**config.mk**
```make
export PLATFORM = sky130hd
export DESIGN_NAME = vga_timing_gen
export DESIGN_NICKNAME = d
export VERILOG_FILES = /design/src/rtl/vga_timing_gen.sv
export SDC_FILE = /design/constraint.sdc
export NUM_CORES = 1
export LEC_CHECK = 0
export CELL_PAD_IN_SITES_DETAIL_PLACEMENT = 0
export CELL_PAD_IN_SITES_GLOBAL_PLACEMENT = 2
export CORE_UTILIZATION = 31
export CTS_CLUSTER_DIAMETER = 50
export DETAILED_ROUTE_END_ITERATION = 8
export MAX_ROUTING_LAYER = met4
export PLACE_DENSITY = 0.79
export SYNTH_ARGS = -nofsm -noshare
export SYNTH_HDL_FRONTEND = slang
export SYNTH_SLANG_ARGS = --single-unit
```
**constraint.sdc**
```tcl
create_clock -name reloj -period 2.7 [get_ports reloj]
set_input_delay 0.54 -clock reloj [delete_from_list [all_inputs] [get_ports reloj]]
set_output_delay 0.54 -clock reloj [all_outputs]
set_load 0.03 [all_outputs]
```
**src/rtl/vga_timing_gen.sv**
```systemverilog
// Parametrised VGA raster timing generator with pixel prescaler and run enable.
// Position, sync and blanking outputs are registered from the next counter state.
module vga_timing_gen #(
  parameter int CW       = 10,
  parameter int CLK_DIV  = 2,
  parameter int H_ACTIVE = 640,
  parameter int H_FP     = 16,
  parameter int H_SYNC   = 96,
  parameter int H_BP     = 48,
  parameter int V_ACTIVE = 480,
  parameter int V_FP     = 10,
  parameter int V_SYNC   = 2,
  parameter int V_BP     = 33,
  parameter bit HS_POL   = 1'b0,
  parameter bit VS_POL   = 1'b0
) (
  input  logic          reloj,
  input  logic          resetM,
  input  logic          en,
  output logic [CW-1:0] Qh,
  output logic [CW-1:0] Qv,
  output logic          H_Sync,
  output logic          V_Sync,
  output logic          H_ON,
  output logic          V_ON,
  output logic          video_on,
  output logic          pix_tick,
  output logic          line_end,
  output logic          frame_start
);

  localparam int H_TOTAL = H_ACTIVE + H_FP + H_SYNC + H_BP;
  localparam int V_TOTAL = V_ACTIVE + V_FP + V_SYNC + V_BP;
  localparam int PW = (CLK_DIV > 1) ? $clog2(CLK_DIV) : 1;

  localparam logic [PW-1:0] PRE_LAST = PW'(CLK_DIV - 1);
  localparam logic [CW-1:0] H_LAST = CW'(H_TOTAL - 1);
  localparam logic [CW-1:0] V_LAST = CW'(V_TOTAL - 1);
  localparam logic [CW-1:0] H_ACT  = CW'(H_ACTIVE);
  localparam logic [CW-1:0] V_ACT  = CW'(V_ACTIVE);
  localparam logic [CW-1:0] HS_BEG = CW'(H_ACTIVE + H_FP);
  localparam logic [CW-1:0] HS_END = CW'(H_ACTIVE + H_FP + H_SYNC);
  localparam logic [CW-1:0] VS_BEG = CW'(V_ACTIVE + V_FP);
  localparam logic [CW-1:0] VS_END = CW'(V_ACTIVE + V_FP + V_SYNC);

  generate
    if (CLK_DIV < 1 || (1 << CW) < H_TOTAL || (1 << CW) < V_TOTAL) begin : g_bad_cfg
      $error("vga_timing_gen: CW too small for raster or CLK_DIV < 1");
    end
  endgenerate

  logic [PW-1:0] pre;
  logic [PW-1:0] pre_nxt;
  logic [CW-1:0] hn;
  logic [CW-1:0] vn;
  logic          h_last;
  logic          v_last;
  logic          wrap_f;
  logic          hs_nxt;
  logic          vs_nxt;
  logic          h_last_q;
  logic          fs_q;

  // Strobes are gated live by en so a freeze takes effect in the same cycle.
  assign pix_tick    = en & ~resetM & (pre == PRE_LAST);
  assign line_end    = pix_tick & h_last_q;
  assign frame_start = en & fs_q;

  always_comb begin
    pre_nxt = pre;
    if (en) begin
      pre_nxt = (pre == PRE_LAST) ? '0 : pre + 1'b1;
    end
    h_last = (Qh == H_LAST);
    v_last = (Qv == V_LAST);
    hn = Qh;
    vn = Qv;
    if (pix_tick) begin
      if (h_last) begin
        hn = '0;
        vn = v_last ? '0 : Qv + 1'b1;
      end else begin
        hn = Qh + 1'b1;
      end
    end
    wrap_f = pix_tick & h_last & v_last;
    hs_nxt = (hn >= HS_BEG) && (hn < HS_END);
    vs_nxt = (vn >= VS_BEG) && (vn < VS_END);
  end

  always_ff @(posedge reloj or posedge resetM) begin
    if (resetM) begin
      pre      <= '0;
      Qh       <= '0;
      Qv       <= '0;
      H_ON     <= 1'b1;
      V_ON     <= 1'b1;
      video_on <= 1'b1;
      H_Sync   <= ~HS_POL;
      V_Sync   <= ~VS_POL;
      h_last_q <= 1'b0;
      fs_q     <= 1'b0;
    end else begin
      pre      <= pre_nxt;
      Qh       <= hn;
      Qv       <= vn;
      H_ON     <= (hn < H_ACT);
      V_ON     <= (vn < V_ACT);
      video_on <= (hn < H_ACT) && (vn < V_ACT);
      H_Sync   <= hs_nxt ? HS_POL : ~HS_POL;
      V_Sync   <= vs_nxt ? VS_POL : ~VS_POL;
      h_last_q <= (hn == H_LAST);
      fs_q     <= wrap_f;
    end
  end

endmodule
```
Word-level counts from Yosys, hierarchy flattened --
Cells that the tools add are included.
Word-level totals: output and inout port bits 28, logic and storage cells 40, bits in registers 28, input bits 3
Operators by class: bitwise gates (word level) 7, reductions and logical operators 3, equality and inequality tests 3, magnitude comparators 6, add/subtract/negate cells 3, mux-type cells 8
Operators with widths (number):
- two-way mux 10 bit | 5
- == test 10 bit (second input constant) | 3
- adder 10 x 1 -> 10 bit (second input constant) | 2
- less-than comparator 10 bit (second input constant) | 2
- less-than comparator 10 x 9 -> 1 bit (second input constant) | 2
- greater-or-equal comparator 10 bit (second input constant) | 1
- greater-or-equal comparator 10 x 9 -> 1 bit (second input constant) | 1
- bitwise AND 1 bit | 6
- logical AND 1 bit | 3
- two-way mux 1 bit | 3
- adder 1 bit (second input constant) | 1
- inverter 1 bit | 1

Longest topological paths before layout --
depth after elaboration 7, depth in mapped cells 8, mapped depth without buffers 8

Worst setup path before layout --
OpenSTA, ideal clock, no wires.
kind flip-flop to flip-flop, from reg Qh[0], to reg V_Sync, slack 0.597 ns, setup time 0.067 ns, required time 2.633 ns, cell stages (with the launch flop) 9, arrival 2.036 ns, clock period less this slack 2.103 ns, cells stage by stage dfrtp_1 -> ha_1 -> clkbuf_2 -> nand4_4 -> or2_1 -> buf_6 -> or4_1 -> nand2_1 -> nand4b_1
Between the ends: longest elaborated chain between the ends 6, elaborated cells between the ends (all ways) 7, those cells by class order compare (2); eq/ne (1); mux (3); reduce/logical (1)
Ends and longest elaborated chain:
- start, declared | line 20 | output logic [CW-1:0] Qh,
- start signal, assigned | line 105 | Qh <= hn;
- == test 10 bit (*) | line 74 | h_last = (Qh == H_LAST);
- two-way mux 10 bit (*) | line 79 | if (h_last) begin
- two-way mux 10 bit (*) | line 78 | if (pix_tick) begin
- named net vn[4] | line 55 | logic [CW-1:0] vn;
- greater-or-equal comparator 10 x 9 -> 1 bit / less-than comparator 10 x 9 -> 1 bit (equally long branches) | line 88 | vs_nxt = (vn >= VS_BEG) && (vn < VS_END);
- logical AND 1 bit (*) | line 88
- two-way mux 1 bit (*) | line 111 | V_Sync <= vs_nxt ? VS_POL : ~VS_POL;
- end signal, assigned | line 100 | V_Sync <= ~VS_POL;
- end signal, assigned | line 111
- end, declared | line 23 | output logic V_Sync,
The timed path passes the listed nets; every way through them passes the cells marked *. A chain may end at the register's enable or synchronous reset.

Worst setup path in the final report --
from in en, to out pix_tick
Between the ends: longest elaborated chain between the ends 2
Ends and longest elaborated chain:
- start, declared | line 19 | input logic en,
- bitwise AND 1 bit (2 in a row) | line 65 | assign pix_tick = en & ~resetM & (pre == PRE_LAST);
- end, declared | line 27 | output logic pix_tick,
Every way passes these cells.

==> run_results.csv <==
group,metric,value,unit
placed_design,gp_congestion,0.827,
yosys,ys_types,42,
yosys,synthCells,153,
hold_path,hp-start,"pre",
hold_path,min_to,"pre",
sta,slew_headroom,60.4,%
worst_setup_path,reg2reg_from,"Qh[1]",
yosys,synth_seq_cells,28,
global_route,grt_pass1_vias,1291,
worst_setup_path,crit_chain,"clkdlybuf4s50_1, and3b_1, clkdlybuf4s50_1",
clock_network,tritoncts,"yes",
outcome,status,"finished clean",
worst_setup_path,crit_top_cell,"clkdlybuf4s50_1",
yosys,yosys_warnings,0,
hold_path,hp-class,"register to register",
floorplanning,core,4500,um^2
layout,antenna_cells,0,
global_route,grt_pass1_wl,6460,um
layout,final_util,43.4,%
worst_setup_path,cp_max_fo,4,
worst_setup_path,crit_slowest_cell,"clkdlybuf4s50_1",
layout,drive_gt1_share,11.6,%
worst_setup_path,startpoint,"en",
job,drv_cap,0,
sta,rsz0062_at_grt,"false",
sta,worst_slack,0.231,ns
worst_setup_path,r2r_slack,0.53,ns
clock_network,cts_setup_buffers,0,
worst_setup_path,endpoint_kind,"primary output",
clock_network,cts-root-buf,"clkbuf_8",
placed_design,hpwlAfterDp,2760,um
worst_setup_path,path_class,"input port to primary output",
sta,setup-tns-final,0,ns
sta,finalHoldViolations,0,
global_route,grt_max_degree,16,
floorplanning,die-area,5140,um^2
hold_path,hold_path_depth,1,
clock_network,cts_resized,0,
sta,fin_skew,0.00273,ns
pwr,power.density,553,nW/um^2
route,wl,3680,um
worst_setup_path,cp-start-kind,"input port",
route,antenna_left,0,
route,routed-via-count,1285,
layout,fin_nets,196,
worst_setup_path,worstReg2RegEnd,"V_Sync",
global_route,antenna_found_initial,0,
worst_setup_path,crit_buf_inv,2,
sta,slew_violations,0,
sta,setup-violations-final,0,
yosys,avgSynthCellArea,9.85,um^2
floorplanning,io-pin-count,31,
sta,max_freq,405,MHz
clock_network,cts_inserted_buffers,3,
sta,period_needed,2.47,ns
worst_setup_path,critPathTopFamily,"buffers and inverters",
route,drc_errors,0,
sta,worstMarginPinSlew,0.594,ns
worst_setup_path,critPathArrivalTime,1.93,ns
floorplanning,rows,24,
clock_network,clockBufferDepth,2,
floorplanning,start_util,33.4,%
pwr,vdd_drop_max,0.185,mV
route,post_drt_wl_per_cell,15.3,um
sta,fin_crit_sh,91.4,%
clock_network,cts_num_sinks,28,
worst_setup_path,cp_slowest_stage_delay,0.67,ns
layout,area_growth,29.7,%
clock_network,htreeDepth,1,
route,first_pass_iters,4,
global_route,grtUsageTotal,16.5,%
placed_design,post-place-ws,-0.0380,ns
route,routed_via_density,5.33,
global_route,gr-total-overflow,0,
placed_design,port_buffers,30,
yosys,mappedNetlistNets,159,
clock_network,insertion_delay,0.28,ns
floorplanning,die_x,71.7,um
pwr,p_total,1.08,mW
floorplanning,die_h,71.7,um
pwr,cellLeakagePower,0.815,nW
yosys,ys_async_sr_fraction,100,%
layout,fillers,441,
clock_network,path_clk_slew,0.10,ns
yosys,synth_enable_flop_cells,0,
clock_network,postCtsHoldBufs,0,
yosys,yosysSeqAreaShare,46.9,%
yosys,netlist_area,1510,um^2
route,drtIter0Drc,52,
yosys,synth_top_flop_cell,"dfrtp_1",
worst_setup_path,reg2regPathDepth,6,
worst_setup_path,required,2.16,ns
cells in the mapped netlist (all sizes together) (4+ instances only):
master  number  area (um^2)
nand2       11         41.3
a21oi        4         20.0
inv          8         30.0
o21ai       11         55.1
nor3         9         56.3
nor2        11         41.3
nand4        8         65.1
nand3        9         45.0
dfstp        5          131
and2         4         25.0
xor2         8         70.1
dfrtp       23          576
layout make-up:
| type | count | area [um^2] | share of cell area [%] |
|---|---|---|---|
| inverters | 8 | 30.0 | 1.54 |
| well taps | 52 | 65.1 | 3.33 |
| clock buffers | 4 | 55.1 | 2.82 |
| repair buffers | 38 | 370 | 19.0 |
| flip-flops and latches | 28 | 707 | 36.2 |
| multi-input cells | 111 | 727 | 37.2 |
cells by family after synthesis:
kind of cell    share of synthesized area [%]
simple gates                             28.7
flops                                    46.9
compound gates                           10.5
buf+inv                                  4.82
xor+xnor                                 5.81
fa+ha+maj                                2.49
mux                                     0.747
flip-flops by register name, summed over array words and instances (netlist names):
signal,cells
V_Sync,1
video_on,1
fs_q,1
H_ON,1
Qv,10
pre,1
Qh,10
V_ON,1
h_last_q,1
H_Sync,1
metrics by stage:
step	std cells	hold WS [ns]	area (um^2)
4_1_cts	241	0.494	1950
3_5_place_dp	237	0.478	1900
5_1_grt	241	0.542	1950
2_1_floorplan	153	0.449	1510
3_3_place_gp	237	0.468	1900
6_report	241	0.488	1950
worst max-delay path by stage:
stage	to	slack, ns	cells past startpoint
after detailed placement	V_Sync	-0.04	7
after global placement	V_Sync	-0.03	7
after global routing	V_Sync	0.05	7
after floorplan	V_Sync	0.60	8
after CTS	pix_tick	0.22	3
final	pix_tick	0.23	3
placed cells by master (no fill, tap or decap), types with 2 or more instances in the layout:
cell type and instances:
a31oi_1 2, dfrtp_1 23, inv_1 8, clkdlybuf4s50_1 29
nand3_1 9, nor3b_1 2, nand3b_1 2, clkbuf_8 4
and4b_1 3, nand4_1 7, o22ai_1 2, nor3_1 8
nor2_1 11, a21oi_1 4, o21ai_0 11, dfstp_2 5
and2_1 4, nor4_1 3, xnor2_1 2, xor2_1 8
buf_4 8, nand4b_1 2, ha_1 3, nand2_1 11
power by group:
part / switching, mW / total [mW] / leakage (nW) / internal, mW
combinational: 0.173 / 0.298 / 0.437 / 0.125
clock: 0.137 / 0.267 / 0.0288 / 0.131
sequential: 0.0531 / 0.515 / 0.349 / 0.462
layer usage:
| layer | up-vias | global-route usage [%] | wire length, um |
|---|---|---|---|
| li1 | 632 | - | - |
| met1 | 619 | 23.6 | 1910 |
| met2 | 30 | 24.1 | 1610 |
| met3 | 4 | 2.39 | 117 |
| met4 | 0 | 5.45 | 44 |
| met5 | - | - | 0 |
(Power assumes the default switching activity.)
